`src/rtl/countdown_ctrl_pkg.sv`:
```
// countdown_ctrl_pkg
// Shared types and constants for the countdown controller.
//   state_t        : controller states (IDLE, ARMED, RUN, PAUSED, DONE)
//   DEF_WIDTH      : default count / load-value width
//   DEF_PRESCALE_W : default prescaler divider width
//   RELOAD_CNT_W   : width of the optional terminal-count counter
//                    (present only when COUNTDOWN_CTRL_RELOAD_CNT_EN is defined)
package countdown_ctrl_pkg;

  typedef enum logic [2:0] {
    IDLE   = 3'd0,
    ARMED  = 3'd1,
    RUN    = 3'd2,
    PAUSED = 3'd3,
    DONE   = 3'd4
  } state_t;

  localparam int DEF_WIDTH      = 4;
  localparam int DEF_PRESCALE_W = 8;
  localparam int RELOAD_CNT_W   = 8;

endpackage

```
`src/rtl/countdown_prescaler.sv`:
```
// countdown_prescaler
// Divider that issues a step every prescale+1 enabled cycles.
// Ports:
//   clk      : system clock (posedge)
//   rst      : synchronous active-high reset, clears the divider
//   clr      : synchronous clear of the divider (start of a run)
//   en       : advance the divider this cycle; when low the divider holds
//   prescale : divide value, sampled every cycle
//   tick     : combinational step request (en && divider >= prescale)
module countdown_prescaler
  import countdown_ctrl_pkg::*;
#(
  parameter int PRESCALE_W = DEF_PRESCALE_W
) (
  input  logic                  clk,
  input  logic                  rst,
  input  logic                  clr,
  input  logic                  en,
  input  logic [PRESCALE_W-1:0] prescale,
  output logic                  tick
);

  logic [PRESCALE_W-1:0] div_reg;

  // >= rather than == so that lowering prescale below the current divider
  // value mid-run produces a step immediately instead of a long wrap.
  assign tick = en && (div_reg >= prescale);

  always_ff @(posedge clk) begin
    if (rst || clr) begin
      div_reg <= '0;
    end else if (en) begin
      div_reg <= tick ? '0 : div_reg + 1'b1;
    end
  end

endmodule

```
`src/rtl/countdown_ctrl.sv`:
```
// countdown_ctrl
// Loadable, startable, pausable prescaled down-counter with terminal-count
// flagging and optional auto-reload.
// Ports:
//   clk, rst     : clock (posedge) and synchronous active-high reset
//   load_valid   : load request; accepted when load_valid && load_ready
//   load_value   : start value for the countdown
//   load_ready   : high in IDLE, ARMED, DONE (combinational state decode)
//   start        : level; begins a run from ARMED or restarts from DONE
//   pause        : level; freezes prescaler and count while running
//   auto_reload  : reload count from the last loaded value at terminal count
//   prescale     : step every prescale+1 cycles
//   count        : current count (registered)
//   tick         : one-cycle pulse per decrement step (registered)
//   done         : one-cycle pulse at terminal count (registered)
//   busy         : high in RUN or PAUSED (combinational state decode)
//   reload_cnt   : saturating count of done pulses, cleared by rst and by an
//                  accepted load; only present when COUNTDOWN_CTRL_RELOAD_CNT_EN
//                  is defined
module countdown_ctrl
  import countdown_ctrl_pkg::*;
#(
  parameter int WIDTH      = DEF_WIDTH,
  parameter int PRESCALE_W = DEF_PRESCALE_W
) (
  input  logic                  clk,
  input  logic                  rst,
  input  logic                  load_valid,
  input  logic [WIDTH-1:0]      load_value,
  output logic                  load_ready,
  input  logic                  start,
  input  logic                  pause,
  input  logic                  auto_reload,
  input  logic [PRESCALE_W-1:0] prescale,
  output logic [WIDTH-1:0]      count,
  output logic                  tick,
  output logic                  done,
  output logic                  busy
`ifdef COUNTDOWN_CTRL_RELOAD_CNT_EN
  ,
  output logic [RELOAD_CNT_W-1:0] reload_cnt
`endif
);

  state_t           state_reg, state_next;
  logic [WIDTH-1:0] count_reg, count_next;
  logic [WIDTH-1:0] reload_reg, reload_next;
  logic             tick_reg, tick_next;
  logic             done_reg, done_next;
  logic             load_fire;
  logic             pre_clr;
  logic             pre_en;
  logic             step;

  assign load_ready = (state_reg == IDLE) || (state_reg == ARMED) || (state_reg == DONE);
  assign busy       = (state_reg == RUN) || (state_reg == PAUSED);
  assign load_fire  = load_valid && load_ready;

  // The divider only advances while actively running; pause holds it.
  assign pre_en = (state_reg == RUN) && !pause;

  countdown_prescaler #(
    .PRESCALE_W (PRESCALE_W)
  ) u_prescaler (
    .clk      (clk),
    .rst      (rst),
    .clr      (pre_clr),
    .en       (pre_en),
    .prescale (prescale),
    .tick     (step)
  );

  always_comb begin
    state_next  = state_reg;
    count_next  = count_reg;
    reload_next = reload_reg;
    tick_next   = 1'b0;
    done_next   = 1'b0;
    pre_clr     = 1'b0;
    case (state_reg)
      IDLE: begin
        if (load_fire) begin
          count_next  = load_value;
          reload_next = load_value;
          state_next  = ARMED;
        end
      end
      ARMED: begin
        // A load in the same cycle as start wins and keeps us armed.
        if (load_fire) begin
          count_next  = load_value;
          reload_next = load_value;
        end else if (start) begin
          pre_clr    = 1'b1;
          state_next = RUN;
        end
      end
      RUN: begin
        if (pause) begin
          state_next = PAUSED;
        end else if (step) begin
          tick_next = 1'b1;
          if (count_reg != '0) begin
            count_next = count_reg - 1'b1;
          end else begin
            // Terminal count: the step after reaching zero flags done.
            done_next = 1'b1;
            if (auto_reload) begin
              count_next = reload_reg;
            end else begin
              state_next = DONE;
            end
          end
        end
      end
      PAUSED: begin
        if (!pause) begin
          state_next = RUN;
        end
      end
      DONE: begin
        if (load_fire) begin
          count_next  = load_value;
          reload_next = load_value;
          state_next  = ARMED;
        end else if (start) begin
          count_next = reload_reg;
          pre_clr    = 1'b1;
          state_next = RUN;
        end
      end
      default: begin
        state_next = IDLE;
      end
    endcase
  end

  always_ff @(posedge clk) begin
    if (rst) begin
      state_reg  <= IDLE;
      count_reg  <= '1;
      reload_reg <= '1;
      tick_reg   <= 1'b0;
      done_reg   <= 1'b0;
    end else begin
      state_reg  <= state_next;
      count_reg  <= count_next;
      reload_reg <= reload_next;
      tick_reg   <= tick_next;
      done_reg   <= done_next;
    end
  end

  assign count = count_reg;
  assign tick  = tick_reg;
  assign done  = done_reg;

`ifdef COUNTDOWN_CTRL_RELOAD_CNT_EN
  logic [RELOAD_CNT_W-1:0] reload_cnt_reg;

  // Loads and done pulses are mutually exclusive (loads only in
  // IDLE/ARMED/DONE, done only in RUN), so ordering here is not critical.
  always_ff @(posedge clk) begin
    if (rst || load_fire) begin
      reload_cnt_reg <= '0;
    end else if (done_next && (reload_cnt_reg != '1)) begin
      reload_cnt_reg <= reload_cnt_reg + 1'b1;
    end
  end

  assign reload_cnt = reload_cnt_reg;
`endif

endmodule

```
`config.mk`:
```
export PLATFORM = sky130hd
export DESIGN_NAME = countdown_ctrl
export DESIGN_NICKNAME = d
export VERILOG_FILES = /design/src/rtl/countdown_ctrl_pkg.sv /design/src/rtl/countdown_prescaler.sv /design/src/rtl/countdown_ctrl.sv
export SDC_FILE = /design/constraint.sdc
export NUM_CORES = 1
export LEC_CHECK = 0
export ABC_AREA = 1
export CAP_MARGIN = 20
export CORE_MARGIN = 2
export CORE_UTILIZATION = 52
export CTS_CLUSTER_SIZE = 30
export DETAILED_ROUTE_END_ITERATION = 8
export PLACE_DENSITY = 0.79
export SLEW_MARGIN = 20
export SYNTH_ARGS = -nofsm -noshare
export SYNTH_HDL_FRONTEND = slang
export SYNTH_SLANG_ARGS = --single-unit
```
`constraint.sdc`:
```
create_clock -name clk -period 2.2 [get_ports clk]
set_input_delay 0.66 -clock clk [delete_from_list [all_inputs] [get_ports clk]]
set_output_delay 0.66 -clock clk [all_outputs]
set_load 0.005 [all_outputs]
```
==> reports/metrics.yaml, run 1 <==
detailed_routing:
  drtIter0Drc: 39
  wl_met3_um: 186
  met2_length_mm: 1.50
  top_layer_used: "met4"
  ant_nets: 0
  met1_length_mm: 1.55
  wl_per_cell_um: 11.2
  firstDrtPassIters: 6
  finalWirelength_mm: 3.25
  via_count: 1523
  vias_per_cell: 5.27
  drc_errors: 0
logic_synthesis:
  async_reset_ff_share_pct: 0
  synthCells: 224
  synth.yosys.seq_area_share_pct: 28.4
  yosys_warnings: 0
  synth_edf_count: 0
  yosysMostFrequentCell: "nand2_1"
  synth_common_cells: "nand2_1, nand3_1, inv_1"
  ys_types: 29
  synth.area.top_cells: "dfxtp_1, nand2_1, nand3_1"
  synth_ff_type: "dfxtp_1"
  synth_nets: 253
  synth-seq-cells: 21
  syn_avg_cell_area_sq_um: 6.61
  synth_top_area_share_pct: 28.4
  synth.cell_area_sq_um: 1480
  synth_largest_area_cell: "dfxtp_1"
placement:
  dp_hpwl_mm: 2.51
  routabilityCongestion: 0.841
  dp_cells: 285
  io_buffers: 25
setup_path:
  required_ns: 2.41
  cpMaxStageDelayCell: "clkdlybuf4s50_1"
  setup.worst_path.end_class: "register"
  r2r_cells: 12
  r2r-end: "state_reg[1]"
  critPathLaunchType: "input pin"
  slowest_delay_ns: 0.46
  path_cells: "clkdlybuf4s50_1 -> inv_1 -> ha_1 -> nand2_1 -> nor2_1 -> nand2_2 -> buf_4 -> nand4_1 -> nand4_1 -> nand3_1 -> inv_1"
  r2r_setup_slack_ns: 0.49
  cp.arrival_ns: 2.29
  crit_type: "in2reg"
  endpoint: "state_reg[1]"
  critPathLaunch: "prescale[7]"
  cp_max_fo: 3
  r2r-start: "u_prescaler.div_reg[0]"
power:
  p_leak_nw: 0.966
  clock_power_share_pct: 11.9
  share_comb_of_total_power_pct: 53.9
  power.density_nw_per_um2: 795
  switching_share_pct: 43.5
  power.internal_w: 0.000876
  switchingPower_w: 0.000675
  power_frac_seq_pct: 34.2
  irDropWorstVdd_uv: 809
final_layout:
  largest_reg_flops: 8
  areaGrowthSynthToFinish_pct: 31.9
  final_cells: 289
  drive_gt1_share_pct: 17.8
  diodes: 0
  layout.nets: 288
grt:
  antenna_found_initial: 0
  grt_pass1_wl_mm: 5.55
  grt_max_degree: 13
  grt-ovfl-total: 0
  grt_usage_pct: 20.7
  grt_pass1_vias: 1351
sta:
  worstMarginPinSlew_ns: 0.369
  skew_ns: 0.0103
  hold_viol_final: 0
  fin_setup_tns_ns: 0
  slew_headroom_pct: 75.3
  setup_viol: 0
  rsz0062_at_grt: "no"
  fmax_ghz: 0.480
  drv_slew: 0
  fin_crit_ns: 2.08
  period_share_pct: 94.7
clock_tree:
  worstSkewPairLatency_ns: 0.30
  clkTransAtPathRegs_ns: 0.12
  hold_buffers: 0
  cts_sinks: 21
  cts_tree: "done"
  root_buffer: "clkbuf_4"
  clk_path_buf_depth: 2
  htreeDepth: 1
  post_cts_buffers: 0
  cts_made_buffers: 3
run_status:
  status: "finished clean"
floorplan:
  die_y_um: 57.4
  die_w_um: 57.4
  coreArea_sq_um: 2730
  start_util_pct: 54.1
  rows: 19
  ioPinCount: 26
  die_area_sq_um: 3290
flow_run:
  cap_violations: 0
min_path:
  hp-start: "reload_reg[1]"
  hold_path.class: "reg2reg"
[how the worst min path moves through the flow]
stage	endpoint	slack (ns)	cells after the start
floorplan	reload_reg[3]	0.44	2
global placement	reload_reg[2]	0.45	2
detailed placement	reload_reg[1]	0.46	2
CTS	reload_reg[1]	0.49	2
global route	reload_reg[3]	0.53	2
finish	reload_reg[1]	0.49	2
[layer usage]
layer | up-vias | global-route usage (%)
li1 | 796 | -
met1 | 683 | 29.1
met2 | 42 | 33.3
met3 | 2 | 3.40
met4 | 0 | 4.98
met5 | - | 0
[area by class of cell]
type	instances	area, sq um
Clock buffer	3	22.5
Clock inverter	1	5.00
Fill cell	235	782
Inverter	31	119
Multi-Input combinational cell	169	1030
Sequential cell	21	422
Tap cell	31	38.8
Timing Repair Buffer	33	318
[critical path, delay by kind of cell]
kind	cells	cell delay (ns)
adder cells (fa/ha/maj)	1	0.28
AND/OR/NAND/NOR	6	0.68
buffers and inverters	4	0.67
[placed cells by master, fill, tap and decap left out, types with 2 or more instances in the layout]
master | synthesis | layout
clkbuf_4 | 0 | 3
ha_1 | 11 | 7
nor2_2 | 0 | 3
a21oi_2 | 1 | 2
nand4_1 | 4 | 4
buf_4 | 0 | 8
nand2_1 | 61 | 56
nand3_1 | 33 | 31
clkdlybuf4s50_1 | 0 | 22
nor2_1 | 20 | 17
nand3b_1 | 2 | 2
inv_1 | 28 | 25
xnor2_1 | 2 | 2
inv_2 | 2 | 5
ha_4 | 0 | 4
nor3_1 | 2 | 2
a21oi_1 | 8 | 7
dfxtp_1 | 21 | 20
dlymetal6s2s_1 | 0 | 3
nor2_4 | 3 | 3
xor2_1 | 3 | 3
o21ai_0 | 6 | 6
nand2_2 | 3 | 8
o211ai_1 | 2 | 2
[logic make-up (layout without fill, tap and decap cells)]
family                   after synthesis  in the layout  synth area share (%)
adder cells (fa/ha/maj)               11             11                  9.30
XOR/XNOR                               5              5                  2.96
buffers and inverters                 34             68                  8.79
AO/OA/AOI/OAI                         20             20                  7.78
flip-flops                            21             21                  28.4
AND/OR/NAND/NOR                      133            133                  42.8
[power by group through the flow]
stage	clock network, W	logic [W]	registers, W
finish	0.000185	0.000836	0.000531
global route	0.000206	0.000948	0.000548
CTS	0.000192	0.000818	0.000529
detailed placement	0	0.000812	0.000539
global placement	0	0.000807	0.000536
floorplan	0	0.000544	0.000525
[repair_timing]
item | in CTS | in global routing
cloned | 0 | 0
pin swaps | 0 | 11
resized for setup | 1 | 23
endpoints found under the setup margin | 3 | 14
[per-stage QoR]
step | setup WS (ns) | total power [W] | util (%) | area, sq um | hold WS, ns
6_report | 0.116 | 0.00155 | 71.4 | 1950 | 0.489
2_1_floorplan | 0.312 | 0.00107 | - | 1480 | 0.440
4_1_cts | 0.0464 | 0.00154 | 67.7 | 1850 | 0.489
3_5_place_dp | -0.370 | 0.00135 | 66.5 | 1820 | 0.457
5_1_grt | 0.00621 | 0.00170 | 71.4 | 1950 | 0.530
3_3_place_gp | -0.282 | 0.00134 | 66.5 | 1820 | 0.453
Power figures use the tool's default switching activity.
==> run 2, diff against run 1 <==
CORE_UTILIZATION = 54   (was 52)
CTS_BUF_LIST = sky130_fd_sc_hd__clkbuf_4   (was not set)
PLACE_DENSITY = 0.81   (was 0.79)
==> reports/metrics.yaml, run 2 (same netlist as run 1, synthesis figures left out) <==
setup_path:
  cp_max_fo: 4  # was 3
  path_cells: "inv_2 -> nor2_4 -> clkdlybuf4s50_1"  # was clkdlybuf4s50_1 -> inv_1 -> ha_1 -> nand2_1 -> nor2_1 -> nand2_2 -> buf_4 -> nand4_1 -> nand4_1 -> nand3_1 -> inv_1
  cp.arrival_ns: 1.43  # was 2.29 ns
  critPathLaunchType: "register"  # was input pin
  r2r_setup_slack_ns: 0.47  # was 0.49 ns
  r2r-end: "count[2]"  # was state_reg[1]
  critPathTopFamily: "buffers and inverters"  # was simple AND/OR/NAND/NOR gates
  cpMaxStageDelayCell: "clkdlybuf4s50_1"  # unchanged
  crit_type: "reg2out"  # was in2reg
  r2r_cells: 9  # was 12
  slowest_delay_ns: 0.52  # was 0.46 ns
  critPathBufInv: 2  # was 4
  setup.worst_path.end_class: "output pin"  # was register
  r2r-start: "state_reg[0]"  # was u_prescaler.div_reg[0]
  required_ns: 1.54  # was 2.41 ns
grt:
  grt_pass1_vias: 1451  # was 1351
  grt_usage_pct: 23.6  # was 20.7%
  grt-ovfl-total: 0  # unchanged
  grt_max_degree: 12  # was 13
  grt_pass1_wl_mm: 6.04  # was 5.55 mm
  antenna_found_initial: 0  # unchanged
detailed_routing:
  ant_nets: 0  # unchanged
  finalWirelength_mm: 3.47  # was 3.25 mm
  vias_per_cell: 5.31  # was 5.27
  wl_per_cell_um: 12.0  # was 11.2 um
  drtIter0Drc: 65  # was 39
  firstDrtPassIters: 5  # was 6
  via_count: 1530  # was 1523
  drc_errors: 0  # unchanged
placement:
  io_buffers: 25  # unchanged
  dp_hpwl_mm: 2.57  # was 2.51 mm
  place_ws_ns: -0.421  # was -0.370 ns
  dp_cells: 283  # was 285
  routabilityCongestion: 0.813  # was 0.841
  placed_area_sq_um: 1810  # was 1820 sq um
final_layout:
  mostFrequentLayoutCell: "nand2_1"  # unchanged
  final_cell_area_sq_um: 1920  # was 1950 sq um
  final_cells: 288  # was 289
  layout_common_cells: "nand2_1, nand3_1, inv_1"  # unchanged
  areaGrowthSynthToFinish_pct: 29.4  # was 31.9%
  largest_reg_flops: 8  # unchanged
  drive_gt1_share_pct: 15.5  # was 17.8%
  layout.nets: 288  # unchanged
  diodes: 0  # unchanged
power:
  irDropWorstVdd_uv: 742  # was 809 uV
  power.total_w: 0.00158  # was 0.00155 W
  power.density_nw_per_um2: 827  # was 795 nW/um^2
  p_leak_nw: 0.946  # was 0.966 nW
  switchingPower_w: 0.000690  # was 0.000675 W
  share_comb_of_total_power_pct: 53.5  # was 53.9%
  power.internal_w: 0.000894  # was 0.000876 W
  switching_share_pct: 43.6  # was 43.5%
  power_frac_seq_pct: 33.5  # was 34.2%
  clock_power_share_pct: 13.0  # was 11.9%
min_path:
  whs_path_depth: 2  # unchanged
  hp-start: "reload_reg[1]"  # unchanged
  hold_path.class: "reg2reg"  # unchanged
  holdPathEnd: "reload_reg[1]"  # unchanged
flow_run:
  cap_violations: 0  # unchanged
sta:
  drv_slew: 0  # unchanged
  fin_crit_ns: 2.09  # was 2.08 ns
  setup_viol: 0  # unchanged
  worstMarginPinSlew_ns: 0.372  # was 0.369 ns
  fin_setup_tns_ns: 0  # unchanged
  finalWorstSetupSlack_ns: 0.106  # was 0.116 ns
  period_share_pct: 95.2  # was 94.7%
  skew_ns: 0.0120  # was 0.0103 ns
  hold_viol_final: 0  # unchanged
  slew_headroom_pct: 75.1  # was 75.3%
  fmax_ghz: 0.478  # was 0.480 GHz
clock_tree:
  cts_made_buffers: 3  # unchanged
  htreeDepth: 1  # unchanged
  worstSkewPairLatency_ns: 0.31  # was 0.30 ns
  hold_buffers: 0  # unchanged
  clk_path_buf_depth: 2  # unchanged
  cts_tree: "done"  # unchanged
  cts_sinks: 21  # unchanged
  clkTransAtPathRegs_ns: 0.13  # was 0.12 ns
  root_buffer: "clkbuf_4"  # unchanged
floorplan:
  start_util_pct: 58.2  # was 54.1%
  ioPinCount: 26  # unchanged
  rows: 18  # was 19
  die_y_um: 56.4  # was 57.4 um
  die_area_sq_um: 3180  # was 3290 sq um
  die_w_um: 56.4  # was 57.4 um
  coreArea_sq_um: 2540  # was 2730 sq um
run_status:
  status: "finished clean"  # unchanged
-- run 2: layout make-up --
| type | instances | area (sq um) |
|---|---|---|
| clock buffer | 4 | 30.0 |
| sequential | 21 | 422 |
| fill | 218 | 629 |
| inverter | 31 | 119 |
| tap | 30 | 37.5 |
| timing repair buffer | 33 | 310 |
| multi-input combinational | 169 | 997 |
-- run 2: worst min-delay path, stage by stage (launching register included) --
cell and delay [ns]:
dfxtp_1 0.35, nand2_1 0.07, nand3_1 0.06
-- run 2: through the flow --
stage                     util [%]  hold slack (ns)
after floorplan                  -            0.440
after global routing          75.3            0.533
after detailed placement      71.1            0.458
after global placement        71.1            0.456
final                         75.3            0.491
after CTS                     72.5            0.490
-- run 2: repair_timing --
item	4_1_cts	5_1_grt
endpoints found under the setup margin	4	14
buffers inserted	0	1
hold endpoints to repair	0	0
gates cloned	0	0
resized for setup	1	15
pin swaps	0	1
-- run 2: worst max-delay path by stage --
stage                                   endpoint         start  cells past startpoint
after floorplan           u_prescaler.div_reg[5]   prescale[7]                      8
after global placement    u_prescaler.div_reg[5]   prescale[7]                      9
after detailed placement  u_prescaler.div_reg[5]   prescale[7]                      9
after CTS                 u_prescaler.div_reg[5]   prescale[7]                      9
after global routing                    count[3]   prescale[2]                     14
final                                       busy  state_reg[1]                      3
-- run 2: per-layer routing --
layer  GRT usage, %  wire [um]
met1           30.0       1610
met2           40.0       1640
met3           4.84        165
met4           7.14         56
met5              0          0
-- run 2: power by group through the flow --
stage / Clock (W) / Combinational (W) / Sequential, W
6_report: 0.000205 / 0.000847 / 0.000531
4_1_cts: 0.000207 / 0.000812 / 0.000527
3_3_place_gp: 0 / 0.000800 / 0.000535
3_5_place_dp: 0 / 0.000804 / 0.000537
2_1_floorplan: 0 / 0.000544 / 0.000525
5_1_grt: 0.000227 / 0.000960 / 0.000544
==> run 3, diff against run 2 <==
CORE_UTILIZATION = 49   (was 54)
PLACE_DENSITY = 0.78   (was 0.81)
clock period = 1.76 ns   (was 2.2 ns; I/O delays follow)
==> reports/metrics.yaml, run 3 (same netlist as run 1, synthesis figures left out) <==
run_status:
  status: "complete, but fails checks"  # was finished clean
  violations: "DRC"
clock_tree:
  clk_path_buf_depth: 2  # unchanged
  cts_sinks: 21  # unchanged
  cts_made_buffers: 3  # unchanged
  cts_tree: "done"  # unchanged
  hold_buffers: 0  # unchanged
  htreeDepth: 1  # unchanged
  worstSkewPairLatency_ns: 0.31  # about the same
  root_buffer: "clkbuf_4"  # unchanged
  clkTransAtPathRegs_ns: 0.12  # was 0.13 ns
detailed_routing:
  via_count: 1572  # was 1530
  ant_nets: 0  # unchanged
  wl_per_cell_um: 11.6  # was 12.0 um
  finalWirelength_mm: 3.54  # was 3.47 mm
  firstDrtPassIters: 6  # was 5
  drc_errors: 3  # was 0
  vias_per_cell: 5.14  # was 5.31
  drtIter0Drc: 86  # was 65
sta:
  hold_viol_final: 0  # unchanged
  fmax_ghz: 0.584
  slew_headroom_pct: 80.3  # was 75.1%
  rsz0062_at_grt: "no"
  period_share_pct: 97.2
  finalWorstSetupSlack_ns: 0.0487  # was 0.106 ns
  fin_crit_ns: 1.71
  worstMarginPinSlew_ns: 0.295  # was 0.372 ns
  fin_setup_tns_ns: 0  # unchanged
  drv_slew: 0  # unchanged
  setup_viol: 0  # unchanged
  skew_ns: 0.00218  # was 0.0120 ns
grt:
  use_met2_pct: 38.4  # was 40.0%
  grt-ovfl-total: 0  # unchanged
  antenna_found_initial: 0  # unchanged
  grt_pass1_vias: 1461  # was 1451
  grt_pass1_wl_mm: 5.97  # was 6.04 mm
  grt_max_degree: 13  # was 12
  grt_use_met1_pct: 28.1  # was 30.0%
  globalRoute.busiestLayer: "met2"  # unchanged
  grt_usage_pct: 22.1  # was 23.6%
  gr-usage-met3_pct: 2.64  # was 4.84%
final_layout:
  layout.nets: 305  # was 288
  diodes: 0  # unchanged
  final_cells: 306  # was 288
  areaGrowthSynthToFinish_pct: 45.1  # was 29.4%
  mostFrequentLayoutCell: "nand2_1"  # unchanged
  layout_common_cells: "nand2_1, nand3_1, buf_4"  # was nand2_1, nand3_1, inv_1
  fill_cells: 219  # was 218
  drive_gt1_share_pct: 28.7  # was 15.5%
  largest_reg_flops: 8  # unchanged
setup_path:
  setup.worst_path.end_class: "output pin"  # unchanged
  cp_max_fo: 3  # was 4
  slowest_delay_ns: 0.50  # was 0.52 ns
  r2r-start: "count[0]"  # was state_reg[0]
  required_ns: 1.23  # was 1.54 ns
  cpMaxStageDelayCell: "clkdlybuf4s50_1"  # unchanged
  path_cells: "clkdlybuf4s50_1"  # was inv_2 -> nor2_4 -> clkdlybuf4s50_1
  r2r_cells: 9  # unchanged
  critPathBufInv: 1  # was 2
  r2r_setup_slack_ns: 0.15  # was 0.47 ns
  crit_type: "reg2out"  # unchanged
  critPathLaunchType: "register"  # unchanged
  path_depth: 1  # was 3
  r2r-end: "count[2]"  # unchanged
  critPathTopFamily: "buffers and inverters"  # unchanged
  cp.arrival_ns: 1.18  # was 1.43 ns
floorplan:
  coreArea_sq_um: 2810  # was 2540 sq um
  rows: 19  # was 18
  die_y_um: 59.0  # was 56.4 um
  die_w_um: 59.0  # was 56.4 um
  die_area_sq_um: 3480  # was 3180 sq um
  start_util_pct: 52.8  # was 58.2%
  ioPinCount: 26  # unchanged
placement:
  io_buffers: 25  # unchanged
  place_ws_ns: -0.718  # was -0.421 ns
  dp_cells: 298  # was 283
  routabilityCongestion: 0.841  # was 0.813
  dp_hpwl_mm: 2.63  # was 2.57 mm
flow_run:
  cap_violations: 0  # unchanged
min_path:
  hold_path.class: "reg2reg"  # unchanged
  whs_path_depth: 2  # unchanged
  hp-start: "reload_reg[3]"  # was reload_reg[1]
  holdPathEnd: "reload_reg[3]"  # was reload_reg[1]
power:
  power.density_nw_per_um2: 981  # was 827 nW/um^2
  p_leak_nw: 1.05  # was 0.946 nW
  irDropWorstVdd_uv: 743  # was 742 uV
[run 3: worst max-delay path by stage]
stage / startpoint / endpoint / slack, ns
4_1_cts: count[2] / count[2] / 0.009
2_1_floorplan: prescale[7] / u_prescaler.div_reg[5] / 0.004
3_5_place_dp: prescale[5] / u_prescaler.div_reg[5] / -0.72
3_3_place_gp: prescale[7] / u_prescaler.div_reg[5] / -0.60
5_1_grt: state_reg[1] / load_ready / 0.002
6_report: count[2] / count[2] / 0.05
[run 3: per-stage QoR]
step           total power [W]  instance area (sq um)  util, %  hold slack [ns]
2_1_floorplan          0.00134                   1480        -            0.440
3_3_place_gp           0.00174                   1920     68.3            0.455
3_5_place_dp           0.00175                   1920     68.3            0.460
4_1_cts                0.00204                   2030     72.3            0.491
5_1_grt                0.00230                   2150     76.6            0.514
6_report               0.00211                   2150     76.6            0.485
[run 3: power breakdown]
| part | switching [W] | total [W] | internal [W] |
|---|---|---|---|
| clock | 0.000156 | 0.000241 | 0.0000851 |
| sequential | 0.0000763 | 0.000667 | 0.000591 |
| combinational | 0.000657 | 0.00120 | 0.000542 |
[run 3: routing by layer]
metal | up-vias | wire, um | part of all wire, %
met5 | - | 0 | 0
met4 | 0 | 54 | 1.5
met3 | 5 | 131 | 3.7
met2 | 35 | 1690 | 48
met1 | 701 | 1660 | 47
li1 | 831 | - | -
[run 3: final cells by class]
cell class,count,area (sq um),area share (%)
multi-input cells,169,1090,50.7
flip-flops and latches,21,438,20.4
repair buffers,50,435,20.3
inverters,31,119,5.53
well taps,31,38.8,1.81
clock buffers,3,22.5,1.05
clock inverters,1,5.00,0.233
[run 3: timing repair]
| item | in CTS | in global routing |
|---|---|---|
| pin swaps | 24 | 16 |
| setup buffers | 2 | 2 |
| setup endpoints to repair | 23 | 15 |
| resized for setup | 34 | 25 |
